==> config.mk <==
export PLATFORM = sky130hd
export DESIGN_NAME = psk_mod_stream_flat
export DESIGN_NICKNAME = d
export VERILOG_FILES = /design/src/rtl/psk_pkg.sv /design/src/rtl/psk_mod_stream_if.sv /design/src/rtl/psk_symbol_mapper.sv /design/src/rtl/psk_mod_stream.sv /design/src/flat_wrapper.sv
export SDC_FILE = /design/constraint.sdc
export NUM_CORES = 1
export LEC_CHECK = 0
export ABC_AREA = 1
export BUFFER_PORTS_ARGS = -buffer_cell sky130_fd_sc_hd__buf_4
export CAP_MARGIN = 30
export CORE_UTILIZATION = 56
export DETAILED_ROUTE_END_ITERATION = 12
export GPL_TIMING_DRIVEN = 0
export PLACE_DENSITY = 0.85
export SYNTH_ARGS = -nofsm -noshare
export SYNTH_HDL_FRONTEND = slang
export SYNTH_HIERARCHICAL = 1
export SYNTH_SLANG_ARGS = --single-unit
==> constraint.sdc <==
create_clock -name clk -period 3.59 [get_ports clk]
set_input_delay 0.718 -clock clk [delete_from_list [all_inputs] [get_ports clk]]
set_output_delay 0.718 -clock clk [all_outputs]
set_load 0.005 [all_outputs]
==> src/rtl/psk_pkg.sv <==
// Shared definitions for the streaming PSK modulator: mode constants,
// FSM state encoding and the saturating negation helper.
// Optional build macro: PSK_DIFF_ENC_EN (differential encoding in psk_mod_stream).
package psk_pkg;

  localparam logic MODE_QPSK = 1'b0;
  localparam logic MODE_BPSK = 1'b1;

  typedef enum logic {
    IDLE = 1'b0,
    RUN  = 1'b1
  } psk_state_e;

  // Two's-complement negation of a width-bit value carried in 32 bits.
  // The most negative value has no positive twin, so it clamps to the
  // largest positive value instead of wrapping back onto itself.
  function automatic logic signed [31:0] sat_neg(input logic signed [31:0] x,
                                                 input int width);
    logic signed [31:0] most_neg;
    most_neg = -(32'sd1 <<< (width - 1));
    if (x == most_neg) return -most_neg - 32'sd1;
    return -x;
  endfunction

endpackage

==> src/rtl/psk_mod_stream_if.sv <==
// AXI-Stream style input bus of the PSK modulator.
// Handshake: a word moves on a clock edge where tvalid and tready are both
// high; tdata/tlast/tuser must be stable while tvalid is high, tvalid must
// not depend on tready, and tready may be asserted without tvalid.
interface psk_mod_stream_if #(
  parameter int BYTES = 1
);
  logic [BYTES*8-1:0] tdata;
  logic               tvalid;
  logic               tready;
  logic               tlast;
  logic               tuser;

  modport master (output tdata, tvalid, tlast, tuser, input tready);
  modport slave  (input tdata, tvalid, tlast, tuser, output tready);
endinterface

==> src/rtl/psk_symbol_mapper.sv <==
// Combinational symbol mapper: optionally swaps the I/Q carriers, then
// negates each rail (saturating) according to the symbol bit pair.
module psk_symbol_mapper
  import psk_pkg::*;
#(
  parameter int WIDTH = 12
) (
  input  logic [1:0]              bits,
  input  logic signed [WIDTH-1:0] carrier_I,
  input  logic signed [WIDTH-1:0] carrier_Q,
  output logic signed [WIDTH-1:0] map_I,
  output logic signed [WIDTH-1:0] map_Q
);

  logic                    swap;
  logic signed [WIDTH-1:0] base_I;
  logic signed [WIDTH-1:0] base_Q;

  // Swap rails when the bits differ, then negate I by b0 and Q by b1.
  always_comb begin
    swap   = bits[1] ^ bits[0];
    base_I = swap ? carrier_Q : carrier_I;
    base_Q = swap ? carrier_I : carrier_Q;
    map_I  = bits[0] ? WIDTH'(sat_neg(32'(base_I), WIDTH)) : base_I;
    map_Q  = bits[1] ? WIDTH'(sat_neg(32'(base_Q), WIDTH)) : base_Q;
  end

endmodule

==> src/rtl/psk_mod_stream.sv <==
// Streaming BPSK/QPSK modulator: accepts words over the stream bus,
// serialises them MSB first into symbols held for SPS enabled ticks each,
// and mixes every symbol with the incoming I/Q carrier.
// Optional build macro: PSK_DIFF_ENC_EN adds a 2-bit phase accumulator so
// symbols are differentially encoded.
module psk_mod_stream
  import psk_pkg::*;
#(
  parameter int WIDTH = 12,
  parameter int BYTES = 1,
  parameter int SPS   = 8
) (
  input  logic                    clk,
  input  logic                    rst_n,
  input  logic                    clk_enable,
  psk_mod_stream_if.slave         s,
  input  logic signed [WIDTH-1:0] carrier_I,
  input  logic signed [WIDTH-1:0] carrier_Q,
  output logic signed [WIDTH-1:0] out_I,
  output logic signed [WIDTH-1:0] out_Q,
  output logic                    out_vld,
  output logic                    out_last,
  output logic                    out_is_bpsk,
  output logic [1:0]              out_bits,
  output logic                    out_sym_strobe,
  output logic                    underrun,
  output psk_state_e              state_dbg
);

  localparam int BITS  = BYTES * 8;
  localparam int CNT_W = $clog2(SPS);
  localparam int SYM_W = $clog2(BITS);

  psk_state_e              state_q, state_d;
  logic [BITS-1:0]         buf_q;
  logic                    mode_q;
  logic                    last_q;
  logic                    pkt_open_q;
  logic [CNT_W-1:0]        cnt_q;
  logic [SYM_W-1:0]        sym_q;

  logic                    final_tick;
  logic                    final_sym;
  logic                    word_end;
  logic                    sym_start;
  logic                    ready_int;
  logic                    xfer;
  logic [1:0]              raw_bits;
  logic [1:0]              map_bits;
  logic signed [WIDTH-1:0] map_I;
  logic signed [WIDTH-1:0] map_Q;

  assign final_tick = (cnt_q == CNT_W'(SPS - 1));
  assign final_sym  = (mode_q == MODE_BPSK) ? (sym_q == SYM_W'(BITS - 1))
                                            : (sym_q == SYM_W'(BITS / 2 - 1));
  assign word_end   = (state_q == RUN) && final_tick && final_sym;
  assign sym_start  = (state_q == RUN) && (cnt_q == '0);
  assign ready_int  = clk_enable && ((state_q == IDLE) || word_end);
  assign s.tready   = ready_int;
  assign xfer       = s.tvalid && ready_int;
  assign raw_bits   = (mode_q == MODE_BPSK) ? {buf_q[BITS-1], buf_q[BITS-1]}
                                            : buf_q[BITS-1 -: 2];
  assign state_dbg  = state_q;

`ifdef PSK_DIFF_ENC_EN
  logic [1:0] p_q;
  logic [1:0] p_next;

  assign p_next   = (mode_q == MODE_BPSK) ? (p_q ^ {raw_bits[1], raw_bits[1]})
                                          : (p_q + raw_bits);
  // New phase takes effect on the symbol's first tick and is held after it.
  assign map_bits = sym_start ? p_next : p_q;

  // Phase accumulator: advance once per symbol, restart after a packet ends.
  always_ff @(posedge clk or negedge rst_n) begin
    if (!rst_n) begin
      p_q <= 2'b00;
    end else if (clk_enable) begin
      if (word_end && last_q) p_q <= 2'b00;
      else if (sym_start)     p_q <= p_next;
    end
  end
`else
  assign map_bits = raw_bits;
`endif

  psk_symbol_mapper #(.WIDTH(WIDTH)) u_mapper (
    .bits      (map_bits),
    .carrier_I (carrier_I),
    .carrier_Q (carrier_Q),
    .map_I     (map_I),
    .map_Q     (map_Q)
  );

  // FSM state register.
  always_ff @(posedge clk or negedge rst_n) begin
    if (!rst_n) state_q <= IDLE;
    else        state_q <= state_d;
  end

  // FSM next state: a transfer always (re)starts RUN; a word end without one idles.
  always_comb begin
    state_d = state_q;
    if (clk_enable) begin
      if (xfer)          state_d = RUN;
      else if (word_end) state_d = IDLE;
    end
  end

  // Word buffer, per-word flags and symbol/tick counters.
  always_ff @(posedge clk or negedge rst_n) begin
    if (!rst_n) begin
      buf_q      <= '0;
      mode_q     <= MODE_QPSK;
      last_q     <= 1'b0;
      pkt_open_q <= 1'b0;
      cnt_q      <= '0;
      sym_q      <= '0;
    end else if (clk_enable) begin
      if (xfer) begin
        buf_q      <= s.tdata;
        mode_q     <= s.tuser;
        last_q     <= s.tlast;
        pkt_open_q <= !s.tlast;
        cnt_q      <= '0;
        sym_q      <= '0;
      end else if (state_q == RUN) begin
        cnt_q <= final_tick ? '0 : cnt_q + 1'b1;
        if (final_tick) begin
          sym_q <= sym_q + 1'b1;
          buf_q <= (mode_q == MODE_BPSK) ? {buf_q[BITS-2:0], 1'b0}
                                         : {buf_q[BITS-3:0], 2'b00};
        end
      end
    end
  end

  // Registered outputs: current symbol in RUN, silence (bits/mode held) in IDLE.
  always_ff @(posedge clk or negedge rst_n) begin
    if (!rst_n) begin
      out_I          <= '0;
      out_Q          <= '0;
      out_vld        <= 1'b0;
      out_last       <= 1'b0;
      out_is_bpsk    <= 1'b0;
      out_bits       <= 2'b00;
      out_sym_strobe <= 1'b0;
      underrun       <= 1'b0;
    end else if (clk_enable) begin
      underrun <= word_end && !xfer && pkt_open_q;
      if (state_q == RUN) begin
        out_I          <= map_I;
        out_Q          <= map_Q;
        out_vld        <= 1'b1;
        out_last       <= last_q && final_sym;
        out_is_bpsk    <= mode_q;
        out_bits       <= map_bits;
        out_sym_strobe <= sym_start;
      end else begin
        out_I          <= '0;
        out_Q          <= '0;
        out_vld        <= 1'b0;
        out_last       <= 1'b0;
        out_sym_strobe <= 1'b0;
      end
    end
  end

endmodule

==> src/flat_wrapper.sv <==
// flat-port wrapper written by rule: the top's interface ports become plain ports
module psk_mod_stream_flat import psk_pkg::*;
#(
  parameter int WIDTH = 12,
  parameter int BYTES = 1,
  parameter int SPS   = 8
)
  (clk, rst_n, clk_enable, carrier_I, carrier_Q, out_I, out_Q, out_vld, out_last, out_is_bpsk, out_bits, out_sym_strobe, underrun, state_dbg, s_tdata, s_tvalid, s_tlast, s_tuser, s_tready);
  psk_mod_stream_if #(.BYTES(BYTES)) s_i ();
  input  logic clk;
  input  logic rst_n;
  input  logic clk_enable;
  input  logic signed [WIDTH-1:0] carrier_I;
  input  logic signed [WIDTH-1:0] carrier_Q;
  output logic signed [WIDTH-1:0] out_I;
  output logic signed [WIDTH-1:0] out_Q;
  output logic out_vld;
  output logic out_last;
  output logic out_is_bpsk;
  output logic [1:0] out_bits;
  output logic out_sym_strobe;
  output logic underrun;
  output psk_state_e state_dbg;
  input wire logic [$bits(s_i.tdata)-1:0] s_tdata;
  input wire logic [$bits(s_i.tvalid)-1:0] s_tvalid;
  input wire logic [$bits(s_i.tlast)-1:0] s_tlast;
  input wire logic [$bits(s_i.tuser)-1:0] s_tuser;
  output wire logic [$bits(s_i.tready)-1:0] s_tready;
  assign s_i.tdata = s_tdata;
  assign s_i.tvalid = s_tvalid;
  assign s_i.tlast = s_tlast;
  assign s_i.tuser = s_tuser;
  assign s_tready = s_i.tready;
  psk_mod_stream #(.WIDTH(WIDTH), .BYTES(BYTES), .SPS(SPS)) u_core (.clk(clk), .rst_n(rst_n), .clk_enable(clk_enable), .s(s_i), .carrier_I(carrier_I), .carrier_Q(carrier_Q), .out_I(out_I), .out_Q(out_Q), .out_vld(out_vld), .out_last(out_last), .out_is_bpsk(out_is_bpsk), .out_bits(out_bits), .out_sym_strobe(out_sym_strobe), .underrun(underrun), .state_dbg(state_dbg));
endmodule
==> run_results.csv <==
group,metric,value,unit
synth,postSynthRegisterBits,49,
timing,fin_skew,9.95,ps
run,max_cap_violations,0,
timing,grt_setup_unrepaired,"no",
global_routing,first_pass_grt_wire_length,14.1,mm
floorplanning,ios,71,
layout,flow.area_growth_from_synthesis,19.9,%
power,reg_power_frac,0.255,
drt,wl_per_cell,14.0,um
critical_path,worst_ep_required_time,3780,ps
clocking,clock_tree_from_tritoncts,"yes",
clocking,cts_setup_buffers,0,
timing,timing_worst_slew_pin_value,619,ps
place,post-dp-hpwl,6.78,mm
clocking,clock_tree.root_cell,"sky130_fd_sc_hd__clkbuf_8",
timing,setup_violation_total_in_the_final_timing_report,0,
synth,synth.top_cell.area_share,0.349,
drt,totalWireLength,8.61,mm
power,power_frac_clock,0.087,
timing,fmax,0.313,GHz
synth,postSynthNetCount,508,
critical_path,crit_path_max_incr_delay,510,ps
critical_path,worstPathArrival,3390,ps
critical_path,critical_path.top_delay_family,"compound AO/OA/AOI/OAI gates",
critical_path,r2r-start,"u_core/mode_q",
power,comb_power_share,0.658,
min_path,hp-class,"input pin to asynchronous set/reset pin",
clocking,clk_path_buf_depth,2,
floorplanning,design.core.area,5990,um2
synth,synth_most_common_cell,"sky130_fd_sc_hd__nand2_1",
floorplanning,placementRows,28,
synth,synth.largest_area_cell,"sky130_fd_sc_hd__dfrtp_1",
floorplanning,die_h,81.2,um
global_routing,grt_start_max_net_pins,50,
global_routing,grt-ovfl-total,0,
critical_path,r2r_end,"u_core/out_I[1]",
place,worst_setup_timing_slack_at_the_placement_stage,459,ps
power,ir_worst_vdd,0.000450,V
critical_path,critical_path_buf_inv_count,5,
critical_path,criticalPathCategory,"register to register",
synth,synth_top_cells_by_area,"sky130_fd_sc_hd__dfrtp_1 (35%), sky130_fd_sc_hd__nand2_1 (16%), sky130_fd_sc_hd__nand3_1 (6.6%), sky130_fd_sc_hd__a22o_1 (6.0%), sky130_fd_sc_hd__inv_1 (5.1%)",
critical_path,reg2reg_depth,16,
clocking,clk_pin_slew,90,ps
global_routing,grt_pass1_vias,3100,
timing,number_of_failing_hold_endpoints_at_the_final_stage,0,
drt,drtIter0Drc,209,
synth,synth_sequential_area_ratio,0.349,
power,cellLeakagePower,2.30,nW
power,cell_internal_pwr,1.96,mW
drt,routed-via-count,3338,
layout,final_net_count,584,
timing,worst_slack,392,ps
timing,drv_slew,0,
critical_path,reg2reg_setup_slack,390,ps
critical_path,critPathMaxFanout,10,
timing,final.min_clock_period,3200,ps
clocking,tritoncts.num_buffers,5,
place,place_congestion,0.929,
clocking,cts_resized,0,
clocking,tritoncts_num_sinks,49,
status,run_status,"finished, final reports clean",
synth,synth-edff-count,0,
synth,synthesis.area_per_instance,7.57,um2
clocking,cts_hold_fix_bufs,0,
critical_path,cp_cell_sequence,"clkbuf_1 > o21ai_0 > buf_6 > nand2_4 > nand2_4 > buf_6 > nand2_1 > o21ai_1 > inv_1 > ha_1 > nand2_1 > nor2_1 > nand4_1 > buf_4 > o211ai_2 > a22o_1",
timing,slew_headroom,0.587,
floorplanning,die-area,6590,um2
power,sw_frac_of_total,0.480,
floorplanning,initial_core_utilization,0.586,
clocking,clock_insertion_delay_worst_skew,300,ps
layout,post_route_cells_drive_above_1_share,0.281,
synth,ys_warn_count,6,
timing,worst_hold_slack,417,ps
power,power.density_cell_area,893,nW/um2
synth,synth-main-ff-cell,"sky130_fd_sc_hd__dfrtp_1",
critical_path,cp_slowest_cell,"sky130_fd_sc_hd__o21ai_0",
timing,total_negative_slack_for_setup_checks,0,ps
layout,nFillCells,493,
critical_path,critical_path.startpoint_type,"register",
power,totalPowerFinal,3.76,mW
synth,synthesis.area,3510,um2
floorplanning,die_wd,81.2,um
place,place.port_buffers,69,
power,total_switching_power,1.80,mW
synth,synthArstFlopShare,1.00,
critical_path,critical_path_depth,16,
synth,synth_cell_type_count,34,
drt,final_antenna_net_count,0,
drt,remaining_drc_errors,0,
timing,min_period_over_period,0.891,
drt,router_iterations_before_antenna_repair,5,
layout,num_antenna_cells,0,
synth,syn-instance-count,464,
critical_path,crit_end_category,"register",
global_routing,combined_global_route_utilization_of_all_metal_layers,0.281,
drt,route.detailed.vias_per_inst,5.42,
layout,final_util,0.703,
synth,synth_top_cells_by_count,"sky130_fd_sc_hd__nand2_1 (147), sky130_fd_sc_hd__dfrtp_1 (49), sky130_fd_sc_hd__inv_1 (48), sky130_fd_sc_hd__nand3_1 (46), sky130_fd_sc_hd__a22o_1 (24)",
clocking,htreeDepth,2,
global_routing,antenna_found_initial,0,
==> worst max-delay path by stage <==
stage,from,end,slack (ps)
2_1_floorplan,u_core/mode_q,u_core/out_I[1],900
3_3_place_gp,u_core/mode_q,u_core/out_Q[1],500
3_5_place_dp,u_core/mode_q,u_core/out_I[1],460
4_1_cts,u_core/mode_q,u_core/out_I[1],420
5_1_grt,u_core/mode_q,u_core/out_I[8],210
6_report,u_core/mode_q,u_core/out_I[1],390
==> cell families after synthesis <==
group           Yosys count  share of synthesized area
compound gates           55                      0.113
xor+xnor                  3                    0.00748
fa+ha+maj                 6                     0.0214
simple gates            274                      0.407
mux                       1                    0.00285
flops                    49                      0.349
buf+inv                  76                     0.0997
==> registers in the layout, indices dropped and copies added (netlist names), 2 cells and up <==
name and count:
u_core/cnt_q 3, u_core/out_bits 2, u_core/buf_q 8, u_core/out_I 12, u_core/out_Q 12, u_core/sym_q 3
==> cell usage in the layout, fill, tap and decap left out, types with 8 or more instances in the layout <==
master / instances
sky130_fd_sc_hd__nand2_1: 147
sky130_fd_sc_hd__buf_4: 70
sky130_fd_sc_hd__dfrtp_1: 49
sky130_fd_sc_hd__inv_1: 48
sky130_fd_sc_hd__nand3_1: 46
sky130_fd_sc_hd__a22o_1: 24
sky130_fd_sc_hd__nand3_2: 15
sky130_fd_sc_hd__nand2_2: 13
sky130_fd_sc_hd__nor2_1: 13
sky130_fd_sc_hd__o21ai_0: 10
sky130_fd_sc_hd__o21ai_1: 10
sky130_fd_sc_hd__inv_2: 9
sky130_fd_sc_hd__buf_6: 8
sky130_fd_sc_hd__nand3b_1: 8
==> stage by stage <==
stage	area [um2]	instances
2_1_floorplan	3510	464
3_3_place_gp	4120	608
3_5_place_dp	4120	608
4_1_cts	4210	616
5_1_grt	4210	616
6_report	4210	616
==> final cells by class <==
type / instances / area, um2 / share of cell area
Inverter: 57 / 214 / 0.0508
Buffer: 19 / 136 / 0.0324
Clock buffer: 6 / 72.6 / 0.0172
Tap cell: 75 / 93.8 / 0.0223
Multi-Input combinational cell: 339 / 1940 / 0.460
Timing Repair Buffer: 69 / 518 / 0.123
Clock inverter: 2 / 15.0 / 0.00357
Sequential cell: 49 / 1230 / 0.291
==> power groups by stage <==
stage | clock (mW) | combinational (mW) | sequential, mW
final | 0.327 | 2.48 | 0.958
after global routing | 0.357 | 2.76 | 0.989
after CTS | 0.333 | 2.47 | 0.957
after detailed placement | 0 | 2.46 | 0.965
after global placement | 0 | 2.39 | 0.955
after floorplan | 0 | 1.79 | 0.941
==> layer usage <==
metal / vias up / wire length (um) / track usage
li1: 1655 / - / -
met3: 13 / 403 / 0.0427
met2: 105 / 4260 / 0.480
met1: 1565 / 3770 / 0.357
met4: 0 / 185 / 0.105
met5: - / 0 / 0
(Power assumes the default switching activity.)
